**src/rtl/writeback_unit_if.sv**
```systemverilog
// Result-collection bus between the ALU/LSU producers, the writeback unit and register_file.
// The slave side belongs to the writeback unit; the master side drives results and observes writes.
interface writeback_unit_if;
    logic        alu_valid;
    logic        alu_ready;
    logic [4:0]  alu_rd_addr;
    logic [31:0] alu_data;

    logic        lsu_valid;
    logic        lsu_ready;
    logic [4:0]  lsu_rd_addr;
    logic [31:0] lsu_data;
    logic [2:0]  lsu_funct3;
    logic [1:0]  lsu_offset;

    logic        reg_wr_en;
    logic [4:0]  rd_addr;
    logic [31:0] wr_data;
    logic [31:0] busy;

    modport master (
        output alu_valid, alu_rd_addr, alu_data,
        output lsu_valid, lsu_rd_addr, lsu_data, lsu_funct3, lsu_offset,
        input  alu_ready, lsu_ready,
        input  reg_wr_en, rd_addr, wr_data, busy
    );

    modport slave (
        input  alu_valid, alu_rd_addr, alu_data,
        input  lsu_valid, lsu_rd_addr, lsu_data, lsu_funct3, lsu_offset,
        output alu_ready, lsu_ready,
        output reg_wr_en, rd_addr, wr_data, busy
    );
endinterface

```
**src/rtl/writeback_unit.sv**
```systemverilog
// In-order result FIFO feeding the register_file write port, with load extension at enqueue
// and a pending-write scoreboard for decode RAW stalls.
module writeback_unit #(
    parameter int DEPTH = 4
) (
    input logic            clk,
    input logic            rst_n,
    writeback_unit_if.slave bus
);
    localparam int PTR_W = $clog2(DEPTH);
    localparam int CNT_W = PTR_W + 1;
    localparam logic [CNT_W-1:0] DEPTH_C = CNT_W'(DEPTH);

    logic [PTR_W-1:0] wr_ptr;
    logic [PTR_W-1:0] rd_ptr;
    logic [CNT_W-1:0] count;
    logic [CNT_W-1:0] free;

    logic [4:0]  rd_mem   [DEPTH];
    logic [31:0] data_mem [DEPTH];

    logic             empty;
    logic             lsu_push;
    logic             alu_push;
    logic             pop;
    logic [PTR_W-1:0] alu_slot;
    logic [31:0]      lsu_ext;
    logic [31:0]      busy_vec;

    function automatic logic [31:0] load_extend(
        input logic [31:0] word,
        input logic [2:0]  funct3,
        input logic [1:0]  offset
    );
        logic [7:0]  byte_sel;
        logic [15:0] half_sel;
        logic [31:0] result;
        case (offset)
            2'd0:    byte_sel = word[7:0];
            2'd1:    byte_sel = word[15:8];
            2'd2:    byte_sel = word[23:16];
            default: byte_sel = word[31:24];
        endcase
        half_sel = offset[1] ? word[31:16] : word[15:0];
        case (funct3)
            3'b000:  result = {{24{byte_sel[7]}}, byte_sel};
            3'b001:  result = {{16{half_sel[15]}}, half_sel};
            3'b100:  result = {24'd0, byte_sel};
            3'b101:  result = {16'd0, half_sel};
            default: result = word;
        endcase
        return result;
    endfunction

    // Readiness depends only on the pre-edge occupancy; LSU gets the last free slot.
    assign free          = DEPTH_C - count;
    assign empty         = (count == '0);
    assign bus.lsu_ready = (free != '0);
    assign bus.alu_ready = (free >= CNT_W'(2)) | ((free == CNT_W'(1)) & ~bus.lsu_valid);

    assign lsu_push = bus.lsu_valid & bus.lsu_ready;
    assign alu_push = bus.alu_valid & bus.alu_ready;
    assign pop      = ~empty;
    assign alu_slot = lsu_push ? wr_ptr + PTR_W'(1) : wr_ptr;
    assign lsu_ext  = load_extend(bus.lsu_data, bus.lsu_funct3, bus.lsu_offset);

    always_ff @(posedge clk) begin
        if (!rst_n) begin
            wr_ptr <= '0;
            rd_ptr <= '0;
            count  <= '0;
        end else begin
            wr_ptr <= wr_ptr + PTR_W'(lsu_push) + PTR_W'(alu_push);
            rd_ptr <= rd_ptr + PTR_W'(pop);
            count  <= count + CNT_W'(lsu_push) + CNT_W'(alu_push) - CNT_W'(pop);
        end
    end

    // LSU is the older op, so it takes the lower slot when both push together.
    always_ff @(posedge clk) begin
        if (lsu_push) begin
            rd_mem[wr_ptr]   <= bus.lsu_rd_addr;
            data_mem[wr_ptr] <= lsu_ext;
        end
        if (alu_push) begin
            rd_mem[alu_slot]   <= bus.alu_rd_addr;
            data_mem[alu_slot] <= bus.alu_data;
        end
    end

    assign bus.reg_wr_en = ~empty & (rd_mem[rd_ptr] != 5'd0);
    assign bus.rd_addr   = empty ? 5'd0  : rd_mem[rd_ptr];
    assign bus.wr_data   = empty ? 32'd0 : data_mem[rd_ptr];

    always_comb begin
        logic [PTR_W-1:0] idx;
        busy_vec = '0;
        idx      = '0;
        for (int i = 0; i < DEPTH; i++) begin
            idx = rd_ptr + PTR_W'(i);
            if (CNT_W'(i) < count) begin
                busy_vec[rd_mem[idx]] = 1'b1;
            end
        end
        busy_vec[0] = 1'b0;
    end

    assign bus.busy = busy_vec;
endmodule

```
**src/flat_wrapper.sv**
```systemverilog
// flat-port wrapper written by rule: the top's interface ports become plain ports
module writeback_unit_flat 
#(
    parameter int DEPTH = 4
)
  (clk, rst_n, bus_alu_valid, bus_alu_rd_addr, bus_alu_data, bus_lsu_valid, bus_lsu_rd_addr, bus_lsu_data, bus_lsu_funct3, bus_lsu_offset, bus_alu_ready, bus_lsu_ready, bus_reg_wr_en, bus_rd_addr, bus_wr_data, bus_busy);
  writeback_unit_if bus_i ();
  input logic clk;
  input logic rst_n;
  input wire logic [$bits(bus_i.alu_valid)-1:0] bus_alu_valid;
  input wire logic [$bits(bus_i.alu_rd_addr)-1:0] bus_alu_rd_addr;
  input wire logic [$bits(bus_i.alu_data)-1:0] bus_alu_data;
  input wire logic [$bits(bus_i.lsu_valid)-1:0] bus_lsu_valid;
  input wire logic [$bits(bus_i.lsu_rd_addr)-1:0] bus_lsu_rd_addr;
  input wire logic [$bits(bus_i.lsu_data)-1:0] bus_lsu_data;
  input wire logic [$bits(bus_i.lsu_funct3)-1:0] bus_lsu_funct3;
  input wire logic [$bits(bus_i.lsu_offset)-1:0] bus_lsu_offset;
  output wire logic [$bits(bus_i.alu_ready)-1:0] bus_alu_ready;
  output wire logic [$bits(bus_i.lsu_ready)-1:0] bus_lsu_ready;
  output wire logic [$bits(bus_i.reg_wr_en)-1:0] bus_reg_wr_en;
  output wire logic [$bits(bus_i.rd_addr)-1:0] bus_rd_addr;
  output wire logic [$bits(bus_i.wr_data)-1:0] bus_wr_data;
  output wire logic [$bits(bus_i.busy)-1:0] bus_busy;
  assign bus_i.alu_valid = bus_alu_valid;
  assign bus_i.alu_rd_addr = bus_alu_rd_addr;
  assign bus_i.alu_data = bus_alu_data;
  assign bus_i.lsu_valid = bus_lsu_valid;
  assign bus_i.lsu_rd_addr = bus_lsu_rd_addr;
  assign bus_i.lsu_data = bus_lsu_data;
  assign bus_i.lsu_funct3 = bus_lsu_funct3;
  assign bus_i.lsu_offset = bus_lsu_offset;
  assign bus_alu_ready = bus_i.alu_ready;
  assign bus_lsu_ready = bus_i.lsu_ready;
  assign bus_reg_wr_en = bus_i.reg_wr_en;
  assign bus_rd_addr = bus_i.rd_addr;
  assign bus_wr_data = bus_i.wr_data;
  assign bus_busy = bus_i.busy;
  writeback_unit #(.DEPTH(DEPTH)) u_core (.clk(clk), .rst_n(rst_n), .bus(bus_i));
endmodule
```
**config.mk**
```make
export PLATFORM = sky130hd
export DESIGN_NAME = writeback_unit_flat
export DESIGN_NICKNAME = d
export VERILOG_FILES = /design/src/rtl/writeback_unit_if.sv /design/src/rtl/writeback_unit.sv /design/src/flat_wrapper.sv
export SDC_FILE = /design/constraint.sdc
export NUM_CORES = 1
export LEC_CHECK = 0
export ABC_AREA = 1
export CORE_MARGIN = 2
export CORE_UTILIZATION = 55
export DETAILED_ROUTE_END_ITERATION = 10
export PLACE_DENSITY = 0.8
export SYNTH_ARGS = -nofsm -noshare
export SYNTH_HDL_FRONTEND = slang
export SYNTH_SLANG_ARGS = --single-unit
export TNS_END_PERCENT = 50
```
**constraint.sdc**
```tcl
create_clock -name clk -period 3.6 [get_ports clk]
set_input_delay 0.9 -clock clk [delete_from_list [all_inputs] [get_ports clk]]
set_output_delay 0.9 -clock clk [all_outputs]
set_load 0.05 [all_outputs]
```
# Word-level counts from Yosys, hierarchy flattened
# Memory sizes are Yosys's and may differ from the RTL's. A register that Yosys moved wholly into a read port is not among the register bits.
# Cells that the tools add are included.
# totals
mem_bits_rw	148
out_inout_bits	72
reg_bits	7
input_bits	83
latchBits	0
n_memories	2
wordCells	78
rom_bits	0
# mem_list
name	depth	word_bits	rd	rd_ports_with_merged_regs	wr	line_no	rtl
u_core.data_mem	4	32	1	1	2	writeback_unit.sv:20	logic [31:0] data_mem [DEPTH];
u_core.rd_mem	4	5	4	1	2	writeback_unit.sv:19	logic [4:0] rd_mem [DEPTH];
# classes
n_lt_le_gt_ge	13
shifts	0
muxes	24
div	0
addsub	11
reduce_logical	9
bitwise_logic	10
n_mul	0
n_eq_ne	6
# ops
op	count
$mux W32	5
$pmux W32 S4	1
$or A32 B32 Y32	3
$lt A5 B6 Y1 const B	4
$pmux W8 S3	1
$demux W1 S5	4
$ge A5 B1 Y1 const B	4
$mux W16	1
$mux W1	8
$add A2 B1 Y2	3
$add A3 B1 Y3	2
$eq A3 B1 Y1 const B	2
$eq A3 B3 Y1 const B	2
$logic_not A3 Y1	2
$lt A1 B3 Y1 const A	2
$lt A2 B3 Y1 const A	2
$mux W2	3
$mux W5	1
$reduce_bool A5 Y1	1
$add A2 B1 Y2 const B	2
$add A2 B2 Y2 const B	2
$and A1 B1 Y1	4
$logic_and A1 B1 Y1	4
$ge A3 B2 Y1 const B	1
other kinds (8)	9

# Longest topological paths before layout
# An unclocked memory read counts as a cell.
# logic_depth
depth_word	12
depth_mapped	13
depth_no_buf	12

# Least setup slack after synthesis
# Ideal clock, no wire load.
# synth_path
path_type	in2reg
start	input bus_lsu_valid
end	memory u_core.data_mem[0][0], enable pin
setup_time_ns	0.395
stages	6
path_slack_ns	0.293
t_arrival_ns	2.912
path_cell_list	o211ai_2 nand2_1 inv_2 nand3_2 clkbuf_1 nand2_1
# synth_rtl
item	line_no	rtl
start, declared	flat_wrapper.sv:13	input wire logic [$bits(bus_i.lsu_valid)-1:0] bus_lsu_valid;
end, declared	writeback_unit.sv:20	

# Final worst setup path
# layout_path
start	register u_core.rd_ptr[0]
end	output bus_busy[12]
# layout_between
elab_chain_cells	12
word_cells_on_any_way	25
classes_between	add/sub (3); order compare (6); mux (9); bitwise (3); reduce/logical (3); memory (1)
# layout_rtl
item	line_no	rtl
start, declared	writeback_unit.sv:15	logic [PTR_W-1:0] rd_ptr;
start signal, assigned	writeback_unit.sv:74	rd_ptr <= rd_ptr + PTR_W'(pop);
$add A2 B1 Y2	writeback_unit.sv:100	idx = rd_ptr + PTR_W'(i);
$mem_v2 Z4 W5 *	n/a	
$lt A5 B6 Y1 (implied by the code) / $ge A5 B1 Y1 (equally long branches)	writeback_unit.sv:102	busy_vec[rd_mem[idx]] = 1'b1;
$logic_and A1 B1 Y1 (implied by the code)	writeback_unit.sv:102	
$mux W1 (implied by the code)	writeback_unit.sv:102	
$demux W1 S5	n/a	
$or A32 B32 Y32 (no line)	n/a	
$mux W32	writeback_unit.sv:101	if (CNT_W'(i) < count) begin
$or A32 B32 Y32 (no line)	n/a	
$mux W32	writeback_unit.sv:101	
$or A32 B32 Y32 (no line)	n/a	
$mux W32 *	writeback_unit.sv:101	
end, declared	flat_wrapper.sv:23	output wire logic [$bits(bus_i.busy)-1:0] bus_busy;
# Mark *: on every way between the ends. The rest lies on a longest branch, timed or not.

==> flow_metrics.env <==
export IMPL_status="finished clean"
export IMPL_async_reset_ff_share_pct=0
export IMPL_synth_area_sq_mm=0.0108
export IMPL_slew_violations=0
export IMPL_p_int_mw=7.54
export IMPL_clock_path_buffers=2
export IMPL_drive_gt1_share_pct=10.1
export IMPL_htreeDepth=4
export IMPL_synth_top_family_by_area="simple AND/OR/NAND/NOR gates"
export IMPL_antenna_found_initial=0
export IMPL_hold_viol_final=0
export IMPL_post_cts_setup_buffers=0
export IMPL_cts_tree="built"
export IMPL_fp_row_count=51
export IMPL_hold_start="u_core.wr_ptr[1]$_SDFF_PN0_"
export IMPL_tns_ns=0
export IMPL_critPathBufInv=4
export IMPL_synth_simple_gate_area_share_pct=40.5
export IMPL_root_buffer="clkbuf_16"
export IMPL_synthAdderAreaFrac_pct=2.06
export IMPL_slowest_stage="dfxtp_4"
export IMPL_synth_compound_area_share_pct=6.92
export IMPL_synth_cells=1533
export IMPL_grt_pass1_vias=10700
export IMPL_p_per_area_mw_per_mm2=1080
export IMPL_via_per_inst=5.87
export IMPL_track_usage_pct=33.9
export IMPL_max_vdd_ir_drop_mv=0.881
export IMPL_arrival_ns=2.53
export IMPL_first_pass_iters=6
export IMPL_synth_xor_area_share_pct=0.543
export IMPL_cts_made_buffers=17
export IMPL_drc=0
export IMPL_timing_slew_headroom_pct=51.5
export IMPL_cpMostUsedCell="nand2_1"
export IMPL_fin_nets=1746
export IMPL_critPathMaxStageDelay_ns=0.40
export IMPL_postSynthAreaPerCell_sq_um=7.06
export IMPL_clock_sinks=155
export IMPL_cts_resized=0
export IMPL_path_class="reg2out"
export IMPL_whs_path_depth=2
export IMPL_synth_cell_types=34
export IMPL_dieArea_sq_mm=0.0208
export IMPL_p_sw_share_pct=49.8
export IMPL_cap_violations=0
export IMPL_yosysWarningCount=0
export IMPL_n_antenna_cell=0
export IMPL_grt_pass1_wl_microns=54500
export IMPL_r2r_end="u_core.data_mem[1][23]$_DFFE_PP_"
export IMPL_place_congestion=0.981
export IMPL_r2r_cells=11
export IMPL_finalClockSkew_ns=0.0135
export IMPL_synth_seq_cells=155
export IMPL_crit_path_end_kind="output port"
export IMPL_path_cells="inv_4 > buf_16 > nand2_1 > nand3_1 > nand2_1 > inv_1 > nand3_1 > nor2_1 > nor2_1 > nand2_1 > buf_12"
export IMPL_p_leak_nw=6.05
export IMPL_worst_pin_slew_ns=0.725
export IMPL_rsz0062_at_grt="yes"
export IMPL_cp_top_family="simple AND/OR/NAND/NOR gates"
export IMPL_die_width_microns=144
export IMPL_yosys_most_used_dff="edfxtp_1"
export IMPL_r2r_start="u_core.count[1]$_SDFF_PN0_"
export IMPL_vias=11300
export IMPL_grt_max_degree=102
export IMPL_start_util_pct=55.8
export IMPL_area_growth_pct=27.9
export IMPL_instances_no_fill=1925
export IMPL_hold_class="reg2reg"
export IMPL_core_area_sq_mm=0.0194
export IMPL_grt_overflow=0
export IMPL_crit_path_start_kind="flop"
export IMPL_dr_first_iter_drc_count=1370
export IMPL_power_clock_fraction_pct=13.2
export IMPL_r2r_slack_ns=0.62
export IMPL_hold_buffers=0
export IMPL_p_seq_share_pct=22.2
export IMPL_synth_largest_area_cell="edfxtp_1"
export IMPL_clk_latency_ns=0.44
export IMPL_wl_per_cell_microns=18.0
export IMPL_fmax_mhz=292
export IMPL_synth_top_cell_area_share_pct=41.0
export IMPL_synth_fp_nets=1632
export IMPL_dp_cells=1892
export IMPL_synthTopCellsByCount="596 x nand2_1, 242 x nand3_1, 201 x nor2_1"
export IMPL_io_buffers=153
export IMPL_setup_violations=0
export IMPL_period_minus_slack_ns=3.43
export IMPL_holdPathEnd="u_core.wr_ptr[1]$_SDFF_PN0_"
export IMPL_synth_most_common_cell="nand2_1"
export IMPL_synth_seq_area_share_pct=42.3
export IMPL_synth_mux_area_share_pct=0
export IMPL_synth_edff_count=148
export IMPL_hpwlAfterDp_microns=23600
export IMPL_io_pins=155
export IMPL_totalWireLength_microns=34700
export IMPL_pwr_share_comb_pct=64.6
export IMPL_crit_fanout=53
export IMPL_drt_antenna_violating_nets=0
export IMPL_power_mw=15.0
export IMPL_synth_area_leaders="edfxtp_1 41%, nand2_1 21%, nand3_1 11%"
export IMPL_crit_required_ns=2.70
export IMPL_period_share_pct=95.2
export IMPL_path_clk_slew_ns=0.07
export IMPL_die_y_microns=144
export IMPL_p_switching_mw=7.47
==> registers in the layout, summed over array words and instances (netlist names) <==
register,count
u_core.data_mem,128
u_core.count,3
u_core.rd_mem,20
u_core.wr_ptr,2
u_core.rd_ptr,2
==> worst reg2reg max path, stage by stage, from the launching register on <==
cell and delay (ns):
dfxtp_1 0.40, inv_1 0.14, ha_1 0.20, ha_1 0.31, nand2_2 0.11, nand2_4 0.09
xor2_2 0.17, nand3_2 0.10, buf_4 0.51, inv_2 0.46, nand2_1 0.18, nand2_1 0.07
==> worst max path at each step <==
stage | startpoint | to | slack, ns | depth (start not counted)
2_1_floorplan | bus_lsu_valid | u_core.data_mem[0][0]$_DFFE_PP_ | 0.29 | 6
3_3_place_gp | bus_lsu_offset[1] | u_core.data_mem[0][25]$_DFFE_PP_ | 0.38 | 7
5_1_grt | u_core.rd_ptr[0]$_SDFF_PN0_ | bus_busy[20] | -0.005 | 11
3_5_place_dp | bus_lsu_offset[1] | u_core.data_mem[3][19]$_DFFE_PP_ | 0.25 | 7
6_report | u_core.rd_ptr[0]$_SDFF_PN0_ | bus_busy[12] | 0.17 | 11
4_1_cts | u_core.rd_ptr[0]$_SDFF_PN0_ | bus_busy[12] | 0.06 | 11
==> layer usage <==
metal | routed length (microns) | part of all wire (%) | GRT usage (%)
met5 | 0 | 0 | 0
met4 | 1400 | 4.0 | 17.0
met3 | 3730 | 11 | 6.16
met2 | 16900 | 49 | 57.1
met1 | 12700 | 37 | 42.0
==> power groups by stage <==
| stage | Sequential, mW | Combinational (mW) | Clock [mW] |
|---|---|---|---|
| finish | 3.33 | 9.70 | 1.97 |
| global route | 3.38 | 10.4 | 2.05 |
| CTS | 3.30 | 9.58 | 1.97 |
| detailed placement | 3.33 | 9.53 | 0 |
| global placement | 3.31 | 9.39 | 0 |
| floorplan | 3.28 | 5.82 | 0 |
==> cells in the final DEF, fill, tap and decap left out, types with 3 or more instances in the layout <==
cell type          n
a41oi_1           32
nand2_1          593
dfxtp_1            5
nand2_2            6
clkbuf_16         18
inv_1             81
nand3_2           12
inv_2              7
clkdlybuf4s50_1   83
fa_1               3
bufinv_16          4
nor2_1           201
ha_1              13
nand3_1          242
a21oi_1           16
edfxtp_1         148
buf_12            71
inv_8              3
o21ai_1           17
inv_6              6
o21ai_0           43
buf_4             25
a22oi_1            6
==> area by class of cell <==
cell class	count	area [sq um]
multi-input combinational	1202	5430
inverter	89	337
sequential	155	4590
clock inverter	15	220
timing repair buffer	182	2520
tap	265	332
fill	1491	5550
clock buffer	17	425
==> stage by stage <==
step / worst slack (ns) / util, % / cell area, sq um / hold WS (ns)
finish: 0.174 / 71.4 / 13900 / 0.580
global route: -0.00540 / 71.4 / 13900 / 0.654
CTS: 0.0636 / 71.2 / 13800 / 0.579
detailed placement: 0.254 / 67.8 / 13200 / 0.564
global placement: 0.378 / 67.8 / 13200 / 0.555
floorplan: 0.293 / - / 10800 / 0.525
==> kinds of logic after synthesis <==
group / count (synthesis)
other cells: 1
buf+inv: 176
compound gates: 119
simple gates: 1061
fa+ha+maj: 16
flops: 155
xor+xnor: 5
No activity file was read; power rests on OpenSTA's default activity.
